### config.mk
export PLATFORM = sky130hd
export DESIGN_NAME = seg_scan_driver
export DESIGN_NICKNAME = d
export VERILOG_FILES = /design/src/rtl/seg_pkg.sv /design/src/rtl/seg_refresh_timer.sv /design/src/rtl/seg_scan_driver.sv
export SDC_FILE = /design/constraint.sdc
export NUM_CORES = 1
export LEC_CHECK = 0
export CAP_MARGIN = 20
export CORE_MARGIN = 10
export CORE_UTILIZATION = 50
export DETAILED_ROUTE_END_ITERATION = 8
export PLACE_DENSITY_LB_ADDON = 0.05
export SLEW_MARGIN = 10
export SYNTH_ARGS = -nofsm -noshare
export SYNTH_HDL_FRONTEND = slang
export SYNTH_SLANG_ARGS = --single-unit
### constraint.sdc
create_clock -name clock -period 2.65 [get_ports clock]
set_clock_uncertainty 0.2 [all_clocks]
set_input_delay 0.3975 -clock clock [delete_from_list [all_inputs] [get_ports clock]]
set_output_delay 0.3975 -clock clock [all_outputs]
set_load 0.02 [all_outputs]
### src/rtl/seg_pkg.sv
// Shared types and constants for the seven-segment scan driver.
// Frames are packed so digit d sits on bits [7d+6:7d].
package seg_pkg;

  localparam int NUM_DIGITS = 4;
  localparam int SEG_W      = 7;
  localparam logic [6:0] SEG_OFF = 7'b1111111;
  localparam logic [3:0] AN_OFF  = 4'b1111;

  typedef logic [SEG_W-1:0] seg_pattern_t;
  typedef seg_pattern_t [NUM_DIGITS-1:0] frame_t;

  // Active-low one-hot anode select for a digit index.
  function automatic logic [3:0] anode_sel(input logic [1:0] idx);
    return ~(4'b0001 << idx);
  endfunction

endpackage

### src/rtl/seg_refresh_timer.sv
// Digit-slot timer: prescaler, digit index, dead-time flag and frame-boundary strobe.
module seg_refresh_timer #(
  parameter int REFRESH_DIV = 100000,
  parameter int DEAD_CYCLES = 16
) (
  input  logic       clock,
  input  logic       reset,
  output logic [1:0] idx,
  output logic       dead,
  output logic       boundary
);

  localparam int CW = $clog2(REFRESH_DIV);

  logic [CW-1:0] presc_r;
  logic [1:0]    idx_r;
  logic          tc_s;

  assign tc_s     = (presc_r == CW'(REFRESH_DIV - 1));
  assign idx      = idx_r;
  assign dead     = (presc_r < CW'(DEAD_CYCLES));
  assign boundary = tc_s && (idx_r == 2'd3);

  // Prescaler wraps every slot; digit index advances on the terminal count.
  always_ff @(posedge clock or posedge reset) begin
    if (reset) begin
      presc_r <= '0;
      idx_r   <= 2'd0;
    end else if (tc_s) begin
      presc_r <= '0;
      idx_r   <= idx_r + 2'd1;
    end else begin
      presc_r <= presc_r + CW'(1);
    end
  end

endmodule

### src/rtl/seg_scan_driver.sv
// Four-digit common-anode scan driver with double-buffered frames and dead time.
// Optional blinking of selected digits is enabled with `define SEG_SCAN_BLINK_EN.
module seg_scan_driver
  import seg_pkg::*;
#(
  parameter int REFRESH_DIV = 100000,
  parameter int DEAD_CYCLES = 16
`ifdef SEG_SCAN_BLINK_EN
  , parameter int BLINK_FRAMES = 250
`endif
) (
  input  logic        clock,
  input  logic        reset,
  input  logic        frame_valid,
  output logic        frame_ready,
  input  logic [27:0] frame_data,
  input  logic [3:0]  blank,
`ifdef SEG_SCAN_BLINK_EN
  input  logic [3:0]  blink_mask,
`endif
  output logic [3:0]  an,
  output logic [6:0]  seg,
  output logic        frame_done
);

  logic [1:0] idx_s;
  logic       dead_s;
  logic       boundary_s;
  logic       xfer_s;
  logic [3:0] blank_eff_s;
  logic [3:0] an_nxt_s;
  logic [6:0] seg_nxt_s;

  frame_t     pending_r;
  frame_t     shadow_r;
  logic       pending_full_r;
  logic [3:0] an_r;
  logic [6:0] seg_r;
  logic       frame_done_r;

  seg_refresh_timer #(
    .REFRESH_DIV (REFRESH_DIV),
    .DEAD_CYCLES (DEAD_CYCLES)
  ) u_timer (
    .clock    (clock),
    .reset    (reset),
    .idx      (idx_s),
    .dead     (dead_s),
    .boundary (boundary_s)
  );

  assign frame_ready = !pending_full_r;
  assign xfer_s      = frame_valid && !pending_full_r;

  // Pending/shadow double buffer; the shadow only changes at a frame boundary.
  always_ff @(posedge clock or posedge reset) begin
    if (reset) begin
      pending_r      <= frame_t'({NUM_DIGITS{SEG_OFF}});
      shadow_r       <= frame_t'({NUM_DIGITS{SEG_OFF}});
      pending_full_r <= 1'b0;
    end else if (boundary_s && pending_full_r) begin
      shadow_r       <= pending_r;
      pending_full_r <= 1'b0;
    end else if (xfer_s) begin
      pending_r      <= frame_t'(frame_data);
      pending_full_r <= 1'b1;
    end
  end

`ifdef SEG_SCAN_BLINK_EN
  localparam int BW = (BLINK_FRAMES > 1) ? $clog2(BLINK_FRAMES) : 1;

  logic [BW-1:0] blink_cnt_r;
  logic          blink_phase_r;

  // Frame counter toggles the blink phase every BLINK_FRAMES frames.
  always_ff @(posedge clock or posedge reset) begin
    if (reset) begin
      blink_cnt_r   <= '0;
      blink_phase_r <= 1'b0;
    end else if (boundary_s) begin
      if (blink_cnt_r == BW'(BLINK_FRAMES - 1)) begin
        blink_cnt_r   <= '0;
        blink_phase_r <= ~blink_phase_r;
      end else begin
        blink_cnt_r   <= blink_cnt_r + BW'(1);
      end
    end
  end

  assign blank_eff_s = blank | (blink_mask & {4{blink_phase_r}});
`else
  assign blank_eff_s = blank;
`endif

  // Next display value: dark during dead time or when the current digit is blanked.
  always_comb begin
    an_nxt_s  = AN_OFF;
    seg_nxt_s = SEG_OFF;
    if (dead_s || blank_eff_s[idx_s]) begin
      an_nxt_s  = AN_OFF;
      seg_nxt_s = SEG_OFF;
    end else begin
      an_nxt_s  = anode_sel(idx_s);
      seg_nxt_s = shadow_r[idx_s];
    end
  end

  // Output register; frame_done lines up with the last displayed cycle of digit 3.
  always_ff @(posedge clock or posedge reset) begin
    if (reset) begin
      an_r         <= AN_OFF;
      seg_r        <= SEG_OFF;
      frame_done_r <= 1'b0;
    end else begin
      an_r         <= an_nxt_s;
      seg_r        <= seg_nxt_s;
      frame_done_r <= boundary_s;
    end
  end

  assign an         = an_r;
  assign seg        = seg_r;
  assign frame_done = frame_done_r;

endmodule

==> results.ini <==
[run_status]
status=finished clean

[timing]
period_share=0.8450
fmax_mhz=446.6
drv_slew=0
hold_violations=0
post-route-min-period_ns=2.239
finalSetupViolCount=0
tightest_slew_ns=0.4160
max_slew_margin=0.7221
rsz0062_at_grt=false
fin_setup_tns_ns=0

[job]
cap_violations=0

[floorplanning]
initial_core_util=0.5192
core_area_mm2=0.007292
die-width_um=107.0
io_pins=48
die_area_mm2=0.01145
std_cell_rows=31
die_y_um=107.0

[routing]
drt_iter0_markers=85
drt_pass1_iterations=4
viasPerCell=5.117
wire_per_inst_um=16.21
vias=2103
drc=0
ant_nets=0
wl_um=6663

[layout]
finalInstanceArea_mm2=0.004578
antenna-diode-count=0
final_cells=411
drive_gt1_frac=0.5192
final_nets=347
area_growth_pct=20.92

[power_and_ir_drop]
power_density_mw_per_mm2=554.1
intPower_mw=1.974
irDropWorstVdd_mv=0.3217
p_leak_nw=1.822
seqPwrFrac=0.579
p_switching_mw=0.5624
switching_share=0.2217
pwr-share-comb=0.062
p_clk_frac=0.359

[global_route]
grt_pass1_vias=2285
grt_use_met3=0.03832
antenna_found_initial=0
groute.layer.met2.usage=0.1955
grt_usage=0.1262
grt_use_met1=0.1574
grt_overflow=0
top_usage_layer=met2
grt_max_degree=71
grt_pass1_wl_um=11450

[clock_tree]
cts_tree=built
clock_latency_ns=0.35
root_buffer=clkbuf_8
clk_pin_slew_worst_paths_ns=0.09
cts.path.max_buffers=2
post_cts_resized=0
cts_htree_levels=3
numCtsBuffers=9
cts_hold_buf=0
cts_setup_buffers=0
clock_sinks=88

[critical_path]
startpoint_type=flip-flop
required_ns=2.73
cp.arrival_ns=2.32
crit_path_cell_trace=ha_1 -> and4_4 -> nand3_2 -> nor3_4 -> buf_4 -> mux2_2
critPathBufInv=1
cpPeakStageDelay_ns=0.38
crit_family=simple AND/OR/NAND/NOR gates
critPathMaxFanout=21
critPathCaptureType=flip-flop
slowest_stage=dfrtp_1
crit_type=flip-flop to flip-flop

[logic_synthesis]
netlist_instances=252
yosysSeqAreaShare=0.6038
yosys-top-cells-count=dfstp_2, mux2_2, dfrtp_1
syn_nets=292
ys.flop_type=dfstp_2
syn-cell-area_mm2=0.003786
synth_warnings=0
async_reset_ff_frac=1.000
synth_top_area_share=0.4650
synth_most_common_cell=dfstp_2
syn_avg_cell_area_um2=15.02
yosysUniqueCellTypes=34
synth_area_leaders=dfstp_2, mux2_2, dfrtp_1
ys_ff_latch=88
synth-edff-count=0
yosys.area.top_type=dfstp_2

[min_path]
hold_path.class=flip-flop to flip-flop

[place]
port_buffers=47
placed_cell_area_mm2=0.004383
gp_congestion=0.8451
dp_cells=395
hpwlAfterDp_um=4635

-- final timing paths --
kind                                     from                  to  slack [ns]  depth (start not counted)
hold reg to reg            u_timer.presc_r[0]  u_timer.presc_r[0]        0.28                          1
min in group asynchronous               reset       pending_r[27]        0.46                          2
max in group asynchronous               reset         shadow_r[5]        1.36                          3
setup / recovery           u_timer.presc_r[0]         shadow_r[5]        0.41                          6
setup reg to reg           u_timer.presc_r[0]         shadow_r[5]        0.41                          6
hold / removal             u_timer.presc_r[0]  u_timer.presc_r[0]        0.28                          1
-- cells by family after synthesis --
| kind of cell | count (synthesis) | synth area share |
|---|---|---|
| flops | 88 | 0.6038 |
| mux | 65 | 0.2260 |
| simple gates | 61 | 0.09055 |
| buf+inv | 16 | 0.02512 |
| xor+xnor | 15 | 0.03470 |
| fa+ha+maj | 5 | 0.01652 |
| compound gates | 2 | 0.003304 |
-- routing by layer --
layer / up-vias / part of all wire
li1: 989 / -
met1: 1056 / 0.45
met2: 52 / 0.49
met3: 6 / 0.047
met4: 0 / 0.011
met5: - / 0
-- registers in the layout, summed over array words and instances (netlist names) --
signal and cells:
pending_r 28, shadow_r 28, u_timer.presc_r 17, seg 7, an 4, u_timer.idx 2
frame_done 1, pending_full_r 1
-- per-stage QoR --
| step | worst slack (ns) | util | power (mW) | hold WS (ns) |
|---|---|---|---|---|
| 2_1_floorplan | 0.6513 | - | 1.561 | 0.2329 |
| 3_3_place_gp | 0.4869 | 0.6011 | 1.649 | 0.2431 |
| 3_5_place_dp | 0.4469 | 0.6011 | 1.653 | 0.2571 |
| 4_1_cts | 0.4164 | 0.6278 | 2.578 | 0.2698 |
| 5_1_grt | 0.3137 | 0.6278 | 2.658 | 0.3170 |
| 6_report | 0.4106 | 0.6278 | 2.537 | 0.2768 |
-- power by group through the flow --
stage / clock network [mW] / registers (mW) / logic (mW)
floorplan: 0 / 1.49 / 0.0715
global placement: 0 / 1.49 / 0.158
detailed placement: 0 / 1.49 / 0.162
CTS: 0.946 / 1.47 / 0.162
global route: 1.01 / 1.48 / 0.174
finish: 0.912 / 1.47 / 0.157
-- placed cells by master (no fill, tap or decap), drive strengths merged, types with 2 or more instances in the layout --
master,n
xnor2,11
mux2,57
and4,3
nor3,5
nand3,6
clkinvlp,4
clkdlybuf4s50,47
clkinv,2
mux4,8
xor2,4
nand2b,7
nor4,3
dfrtp,21
ha,5
nand2,11
nand4,6
buf,8
nor2b,3
clkbuf,9
inv,5
nor2,13
dfstp,67
-- layout make-up --
class / count / area (µm²)
flip-flops and latches: 88 / 2286
inverters: 5 / 22.52
multi-input cells: 148 / 1408
well taps: 99 / 123.9
clock inverters: 7 / 71.32
fillers: 616 / 2714
clock buffers: 9 / 123.9
repair buffers: 55 / 543.0
Note: power is estimated with default switching activity, not from simulation.
